[config.mk]
export PLATFORM = sky130hd
export DESIGN_NAME = ttt_network_queued
export DESIGN_NICKNAME = d
export VERILOG_FILES = /design/src/rtl/ttt_network_pkg.sv /design/src/rtl/ttt_event_fifo.sv /design/src/rtl/ttt_network_queued.sv
export SDC_FILE = /design/constraint.sdc
export NUM_CORES = 2
export LEC_CHECK = 0
export CORE_ASPECT_RATIO = 2
export CORE_MARGIN = 2
export CORE_UTILIZATION = 50
export CTS_CLUSTER_DIAMETER = 40
export DETAILED_ROUTE_END_ITERATION = 8
export DONT_BUFFER_PORTS = 1
export RECOVER_POWER = 50
export SLEW_MARGIN = 40
export SYNTH_ARGS = -nofsm -noshare
export SYNTH_HDL_FRONTEND = slang
export SYNTH_SLANG_ARGS = --single-unit
[constraint.sdc]
create_clock -name clk -period 43.9 [get_ports clk]
set_input_delay 13.17 -clock clk [delete_from_list [all_inputs] [get_ports clk]]
set_output_delay 13.17 -clock clk [all_outputs]
set_load 0.02 [all_outputs]
[src/rtl/ttt_network_pkg.sv]
// Shared types for the queued token network: FSM states, queued event and
// connection-table entry layouts, and the saturating negate used for stop events.
package ttt_network_pkg;

  // Widest source/target id and token weight any instance may use.
  localparam int MAX_ID_W  = 8;
  localparam int MAX_TOK_W = 8;

  typedef enum logic [1:0] {
    ST_IDLE,
    ST_SCAN,
    ST_EMIT
  } state_t;

  typedef logic signed [MAX_TOK_W-1:0] tok_t;

  typedef struct packed {
    logic [MAX_ID_W-1:0] source;
    logic [1:0]          startstop;
  } event_t;

  typedef struct packed {
    logic                valid;
    logic [MAX_ID_W-1:0] source;
    logic [MAX_ID_W-1:0] target;
    tok_t                good;
    tok_t                bad;
  } conn_t;

  // Negate an n-bit signed value held sign-extended in a tok_t; the most
  // negative n-bit value maps to the most positive one instead of wrapping.
  function automatic tok_t sat_neg(input tok_t v, input int n);
    tok_t min_v;
    min_v = '1 << (n - 1);
    if (v == min_v) sat_neg = ~min_v;
    else            sat_neg = -v;
  endfunction

endpackage

[src/rtl/ttt_event_fifo.sv]
// Small synchronous FIFO with occupancy count; DEPTH must be a power of two so
// the read/write pointers can wrap naturally.
module ttt_event_fifo #(
  parameter  int WIDTH = 10,
  parameter  int DEPTH = 4,
  localparam int PTR_W = $clog2(DEPTH),
  localparam int CNT_W = PTR_W + 1
) (
  input  logic             clk,
  input  logic             reset,
  input  logic             push,
  input  logic [WIDTH-1:0] push_data,
  input  logic             pop,
  output logic [WIDTH-1:0] pop_data,
  output logic [CNT_W-1:0] count,
  output logic             empty
);

  logic [WIDTH-1:0] mem [DEPTH];
  logic [PTR_W-1:0] wr_ptr, rd_ptr;
  logic             do_push, do_pop;

  assign do_push  = push && (count != CNT_W'(DEPTH));
  assign do_pop   = pop && (count != '0);
  assign empty    = (count == '0);
  assign pop_data = mem[rd_ptr];

  always_ff @(posedge clk) begin
    if (do_push) mem[wr_ptr] <= push_data;
  end

  always_ff @(posedge clk or posedge reset) begin
    if (reset) begin
      wr_ptr <= '0;
      rd_ptr <= '0;
      count  <= '0;
    end else begin
      if (do_push) wr_ptr <= wr_ptr + 1'b1;
      if (do_pop)  rd_ptr <= rd_ptr + 1'b1;
      case ({do_push, do_pop})
        2'b10:   count <= count + 1'b1;
        2'b01:   count <= count - 1'b1;
        default: count <= count;
      endcase
    end
  end

endmodule

[src/rtl/ttt_network_queued.sv]
// Queued token network: buffers spike events and scans a programmable connection
// table, emitting one signed token update per match. Define TTT_NETWORK_SKIP_ZERO_EN
// to suppress updates from matching entries whose good and bad weights are both 0.
module ttt_network_queued
  import ttt_network_pkg::*;
#(
  parameter  int NUM_PROCESSORS  = 10,
  parameter  int NUM_CONNECTIONS = 50,
  parameter  int NEW_TOKENS_BITS = 4,
  parameter  int FIFO_DEPTH      = 4,
  localparam int ID_W            = $clog2(NUM_PROCESSORS),
  localparam int CONN_W          = $clog2(NUM_CONNECTIONS)
) (
  input  logic                              clk,
  input  logic                              reset,
  input  logic                              valid_in,
  output logic                              ready_in,
  input  logic [ID_W-1:0]                   source_id,
  input  logic [1:0]                        token_startstop,
  output logic                              valid_out,
  input  logic                              ready_out,
  output logic [ID_W-1:0]                   target_id,
  output logic signed [NEW_TOKENS_BITS-1:0] new_good_tokens,
  output logic signed [NEW_TOKENS_BITS-1:0] new_bad_tokens,
  output logic                              done,
  output logic                              busy,
  input  logic                              prog_en,
  input  logic [CONN_W-1:0]                 prog_addr,
  input  logic                              prog_valid,
  input  logic [ID_W-1:0]                   prog_source,
  input  logic [ID_W-1:0]                   prog_target,
  input  logic signed [NEW_TOKENS_BITS-1:0] prog_good,
  input  logic signed [NEW_TOKENS_BITS-1:0] prog_bad
);

  localparam int                EV_W     = $bits(event_t);
  localparam int                CNT_W    = $clog2(FIFO_DEPTH) + 1;
  localparam logic [CONN_W-1:0] LAST_IDX = CONN_W'(NUM_CONNECTIONS - 1);

  state_t            state;
  logic [CONN_W-1:0] idx, scan_idx;
  conn_t             tbl [NUM_CONNECTIONS];
  conn_t             entry;
  event_t            push_ev, head;
  logic [CNT_W-1:0]  fifo_count;
  logic              fifo_empty, pop, scanning, hit, last, net_zero, is_stop;
  tok_t              good_d, bad_d;

  assign push_ev  = event_t'{source: MAX_ID_W'(source_id), startstop: token_startstop};
  assign ready_in = (fifo_count != CNT_W'(FIFO_DEPTH));
  assign busy     = (state != ST_IDLE) || !fifo_empty;

  ttt_event_fifo #(.WIDTH(EV_W), .DEPTH(FIFO_DEPTH)) u_fifo (
    .clk       (clk),
    .reset     (reset),
    .push      (valid_in && ready_in),
    .push_data (push_ev),
    .pop       (pop),
    .pop_data  (head),
    .count     (fifo_count),
    .empty     (fifo_empty)
  );

  // The IDLE cycle that picks up a new head event already examines index 0,
  // so the head is read straight from the FIFO until the event is popped.
  always_comb begin
    scan_idx = (state == ST_IDLE) ? '0 : idx;
    entry    = tbl[scan_idx];
    net_zero = (head.startstop[1] == head.startstop[0]);
    is_stop  = (head.startstop == 2'b01);
    hit      = entry.valid && (entry.source == head.source);
`ifdef TTT_NETWORK_SKIP_ZERO_EN
    hit      = hit && ((entry.good != '0) || (entry.bad != '0));
`endif
    last     = (scan_idx == LAST_IDX);
    scanning = (state == ST_SCAN) || ((state == ST_IDLE) && !fifo_empty && !net_zero);
    good_d   = is_stop ? sat_neg(entry.good, NEW_TOKENS_BITS) : entry.good;
    bad_d    = is_stop ? sat_neg(entry.bad, NEW_TOKENS_BITS) : entry.bad;
    pop      = ((state == ST_IDLE) && !fifo_empty && net_zero)
            || (scanning && !hit && last)
            || ((state == ST_EMIT) && ready_out && (idx == LAST_IDX));
  end

  always_ff @(posedge clk or posedge reset) begin
    if (reset) begin
      state           <= ST_IDLE;
      idx             <= '0;
      valid_out       <= 1'b0;
      target_id       <= '0;
      new_good_tokens <= '0;
      new_bad_tokens  <= '0;
      done            <= 1'b0;
    end else begin
      done <= pop;
      if (scanning) begin
        if (hit) begin
          valid_out       <= 1'b1;
          target_id       <= entry.target[ID_W-1:0];
          new_good_tokens <= good_d[NEW_TOKENS_BITS-1:0];
          new_bad_tokens  <= bad_d[NEW_TOKENS_BITS-1:0];
          idx             <= scan_idx;
          state           <= ST_EMIT;
        end else if (last) begin
          state <= ST_IDLE;
        end else begin
          idx   <= scan_idx + 1'b1;
          state <= ST_SCAN;
        end
      end else if ((state == ST_EMIT) && ready_out) begin
        valid_out <= 1'b0;
        if (idx == LAST_IDX) begin
          state <= ST_IDLE;
        end else begin
          idx   <= idx + 1'b1;
          state <= ST_SCAN;
        end
      end
    end
  end

  // Table writes are only honoured between events so a scan never sees a
  // half-updated table.
  always_ff @(posedge clk or posedge reset) begin
    if (reset) begin
      for (int i = 0; i < NUM_CONNECTIONS; i++) tbl[i] <= '0;
    end else if (prog_en && (state == ST_IDLE) &&
                 ({1'b0, prog_addr} < (CONN_W + 1)'(NUM_CONNECTIONS))) begin
      tbl[prog_addr] <= conn_t'{valid:  prog_valid,
                                source: MAX_ID_W'(prog_source),
                                target: MAX_ID_W'(prog_target),
                                good:   tok_t'(prog_good),
                                bad:    tok_t'(prog_bad)};
    end
  end

endmodule

# Yosys cells after proc, flatten, opt, wreduce, memory -nomap -nowiden

Memory sizes are Yosys's and may differ from the RTL's.
Index checks and enable logic that the tools add are counted.
Widths: inputs -> output; s select.

Register bits after elaboration: 1,679
Memory bits (writable): 24
Output and inout bits: 16
Logic and storage cells: 347
Memories kept: 1

$add $sub $neg: 8
$lt $le $gt $ge: 4
Equal/unequal tests: 15
Multiplexer cells: 27
Bitwise logic cells: 2
Reduce and logical (&&, ||, !) cells: 30

Memories:

| name       | depth | width | read ports | clocked after memory_dff | wr ports | RTL line             | RTL |
|---|---|---|---|---|---|---|---|
| u_fifo.mem | 4     | 6     | 1          | 0                        | 1        | ttt_event_fifo.sv:19 | `logic [WIDTH-1:0] mem [DEPTH];` |

Operators by type and width:

| kind                | number |
|---|---|
| $bwmux 1650         | 1 |
| $bmux 33 s6         | 1 |
| $demux 33 s6        | 1 |
| $mux 33             | 3 |
| $mux 6              | 6 |
| $eq 8x4->1 const B  | 2 |
| $mux 4              | 4 |
| $ge 7x7->1 const B  | 2 |
| $logic_and 1x1->1   | 14 |
| $not 6->7           | 2 |
| $add 6x1->6 const B | 2 |
| $eq 6x6->1 const B  | 2 |
| $eq 8x8->1          | 1 |
| $neg 4->4           | 2 |
| $lt 7x1->1 const B  | 1 |
| $mux 1              | 7 |
| $eq 2x1->1 const B  | 3 |
| $lt 6x6->1 const B  | 1 |
| $mux 2              | 3 |
| $ne 3x3->1 const B  | 2 |
| $pmux 3 s2          | 1 |
| $reduce_bool 2->1   | 3 |
| $add 2x1->2 const B | 2 |
| $eq 2x2->1 const B  | 2 |
| 12 further kinds    | 18 |

# Logic depth before layout (Yosys ltp)

Word-level depth: 16
Depth in mapped cells: 20
Depth with buffers taken out: 17

# Modules after synthesis

A second synthesis with hierarchy kept.

Cells, all modules: 3,527
Area total of the unflattened synthesis: 43,215.2 µm²

Modules (own cells, without submodules):

| module             | times used | cells each | area each (µm²) | seq. area each (µm²) |
|---|---|---|---|---|
| ttt_network_queued | 1          | 3,437      | 41,335.9        | 21,820.9 |
| ttt_event_fifo     | 1          | 90         | 1,879.3         | 1,376.3 |

# Least setup slack after synthesis

Ideal clock, no wire load.

Path kind: input to register
Start point: input prog_addr[2]
End point: register tbl[660] (netlist bit)
Setup time: 0.125 ns
Arrival time: 15.383 ns
Required time: 43.775 ns
Slack: 28.392 ns
Stages on the path: 8
Path buffers: 2
Cells stage by stage: clkbuf_1 -> o311ai_0 -> nand3_1 -> nor2_1 -> nand3b_1 -> nor2_1 -> clkbuf_1 -> mux2_2

Word-level cells in the longest chain between the ends: 6
Elaborated cells between the ends (all ways): 9
Those cells by class: order compare (3); mux (3); bitwise (1); reduce/logical (2)

RTL lines:

| item                                                           | RTL line                  | RTL |
|---|---|---|
| start, declared                                                | ttt_network_queued.sv:28  | `input logic [CONN_W-1:0] prog_addr,` |
| $not 6->7 (not written as such)                                | ttt_network_queued.sv:128 | `tbl[prog_addr] <= conn_t'{valid: prog_valid,` |
| $ge 7x7->1 (not written as such) or $lt 7x1->1 (tied branches) | ttt_network_queued.sv:128 |  |
| $logic_and 1x1->1 (not written as such)                        | ttt_network_queued.sv:128 |  |
| $mux 33 (not written as such)                                  | ttt_network_queued.sv:128 |  |
| $demux 33 s6                                                   | ttt_network_queued.sv:128 |  |
| $bwmux 1650                                                    | ttt_network_queued.sv:128 |  |
| end signal, assigned by index                                  | ttt_network_queued.sv:128 |  |
| end, declared                                                  | ttt_network_queued.sv:42  | `conn_t tbl [NUM_CONNECTIONS];` |

Parallel ways exist; a longest one is shown, timed or not.
A chain may end at the register's enable or synchronous reset.

==> metrics.cfg <==
[flow_run]
maxCapViolCount=12

[cells_and_area]
fillCellCount=7066
drive_above_1_share_pct=35.4
nets=3314
syn_to_final_growth_pct=9.20
instances_no_fill=4420

[setup_path]
cp-start-kind=input pin
crit_required_ps=43390
crit_type=input pin to asynchronous set/reset pin
cp_max_fo=121
cp.arrival_ps=26280
cp-end-kind=asynchronous set/reset pin

[clock_network]
post_cts_resized=0
cts_root_buffer=clkbuf_16
clk_pin_slew_ps=70
cts.sinks=903
h-tree-depth=3
cts_made_buffers=93
tritoncts=done
cts_setup_buffers=0
clk_path_buf_depth=3
insertion_delay_ps=710
ctsHoldBuffers=0

[detailed_routing]
wl_per_cell_um=31.4
routed_wl_mm=139
drt_iter0_drc=2386
viasPerCell=6.48
drtAntennaViolNets=0
vias=28700
drtPass1Iterations=6
route.detailed.drc=0

[timing]
fin_crit_sh_pct=61.0
holdWs_ps=497
tns_ps=0
setup_violations=0
tightest_slew_ps=5660
finalHoldViolations=0
max-slew-margin-rel_pct=-279
min_period_ps=26790
clock.fmax_mhz=37.3
slew_viol_final=848
clock_skew_ps=24.5
rsz0062_at_grt=false

[die]
ios=50
initial_core_util_pct=50.4
fp.dieH_um=417
fp.dieArea_um2=87600
die_w_um=210
row_count=151
core_um2=84500

[yosys]
postSynthCellCount=3396
async_reset_ff_share_pct=97.3
synth_compound_area_share_pct=8.33
synth-simple-area-share_pct=5.95
ys_types=84
synth_edf_count=24
yosys_warnings=0
synth_xor_area_share_pct=0.185
syn-cell-area_um2=42600
synthMuxAreaShare_pct=28.3
synth_nets=3443
ys_seq_area_share_pct=53.4
ys_seq_elements=903
synth_top_family_by_area=multiplexers
yosys.area_share.adder_pct=0.400
synthFlopType=dfrtp_1
avgSynthCellArea_um2=12.5

[run_status]
violations=capacitance limit, slew limit
outcome=complete, but fails checks

[placed_design]
port-buffer-count=0
dpl.cell_count=4242
hpwlAfterDp_mm=86.2
gp_congestion=0.893

[power]
vdd_drop_max_mv=0.0283
p_leak_nw=22.0
power_density_nw_per_um2=36.8

[global_routing]
grt_use_total_pct=32.2
antenna_found_initial=1
first_global_vias=30300
grt_overflow_total=0
grt_max_degree=122
grt_first_pass_wirelength_mm=203

[min_path]
hold_path_class=flop to flop

critical path, stage by stage:
cell and delay (ps):
clkinvlp_2 3060, clkbuf_1 3290, clkbuf_1 3750, clkbuf_1 2720
stage by stage:
step / instance area [um2] / power (W) / setup WS [ps] / util [%]
2_1_floorplan: 42600 / 0.000896 / 6020 / -
3_3_place_gp: 43200 / 0.000896 / 27280 / 51.2
3_5_place_dp: 43400 / 0.000900 / 27440 / 51.4
4_1_cts: 46600 / 0.00172 / 28180 / 55.2
5_1_grt: 46500 / 0.00176 / 14570 / 55.0
6_report: 46500 / 0.00171 / 17110 / 55.0
metal layers:
| metal | track usage [%] | vias up | wire, um |
|---|---|---|---|
| li1 | - | 12100 | - |
| met1 | 36.3 | 15100 | 50300 |
| met2 | 52.8 | 1075 | 67200 |
| met3 | 5.06 | 393 | 7220 |
| met4 | 28.3 | 0 | 14100 |
| met5 | 0 | - | 0 |
worst paths after layout:
path	end	from	cells past startpoint	slack [ps]
max	idx[2]	reset	4	17110
min	tbl[512]	tbl[512]	1	500
max reg2reg	target_id[2]	idx[1]	13	30160
min reg2reg	tbl[512]	tbl[512]	1	500
max in group clk	tbl[811]	prog_addr[3]	6	27960
min in group asynchronous	tbl[200]	reset	1	14070
cell usage after synthesis, types with 5 or more instances:
cell	number	share of area, %
and3_1	14	0.21
or2_2	5	0.073
nand3b_1	5	0.088
or3_1	8	0.12
o22ai_1	64	0.94
mux2i_1	153	3.6
o21a_1	12	0.21
o221ai_1	33	0.68
o21ai_0	103	1.2
clkbuf_1	199	1.8
inv_1	26	0.23
buf_6	13	0.34
buf_2	59	0.69
nor2b_1	9	0.13
buf_4	20	0.35
o32ai_1	6	0.12
nand3_1	74	0.87
a211o_1	6	0.12
a31oi_1	34	0.50
ha_1	12	0.35
mux2_2	868	23
a22oi_1	10	0.18
o31ai_1	8	0.14
nor2_1	86	0.76
a21oi_1	97	1.1
edfxtp_1	24	1.7
mux4_2	30	1.6
nand4_1	8	0.12
nand2b_1	8	0.12
nand2_1	275	2.4
buf_1	12	0.11
a221oi_1	19	0.39
a211oi_1	47	0.83
dfrtp_1	879	52
xnor2_1	5	0.10
and2_1	17	0.25
nor3b_1	7	0.12
o211ai_1	20	0.35
a311oi_1	15	0.31
nor3_1	26	0.31
where the power goes:
group	internal, W	switching [W]
registers	0.000843	0.00000333
clock network	0.000469	0.000359
logic	0.00000830	0.0000284
area by class of cell:
type	count	area [um2]	area share [%]
repair buffers	79	576	1.24
multi-input cells	2164	18500	39.9
well taps	1071	1340	2.88
diodes	4	10.0	0.0215
inverters	26	103	0.221
clock buffers	121	2570	5.54
clock inverters	52	633	1.36
flip-flops and latches	903	22700	48.9
state kept, by name, indices dropped and copies added (netlist names):
signal / count
new_good_tokens: 4
u_fifo.count: 3
u_fifo.rd_ptr: 2
idx: 6
valid_out: 1
u_fifo.mem: 24
done: 1
target_id: 4
tbl: 850
u_fifo.wr_ptr: 2
new_bad_tokens: 4
state: 2
cell families after synthesis:
logic type | Yosys count
buf+inv | 329
xor+xnor | 9
fa+ha+maj | 13
flops | 903
compound gates | 527
mux | 1055
simple gates | 560
cells in the final DEF (no fill, tap or decap), types with 30 or more instances in the layout:
cell type / instances
dfrtp_1: 877
mux2_2: 868
nand2_1: 265
mux2i_1: 153
o21ai_0: 99
a21oi_1: 95
clkbuf_16: 94
nand3_1: 75
nor2_1: 73
o22ai_1: 63
buf_4: 58
a211oi_1: 45
a31oi_1: 34
o221ai_1: 33
mux4_2: 30
Power figures use the tool's default switching activity.
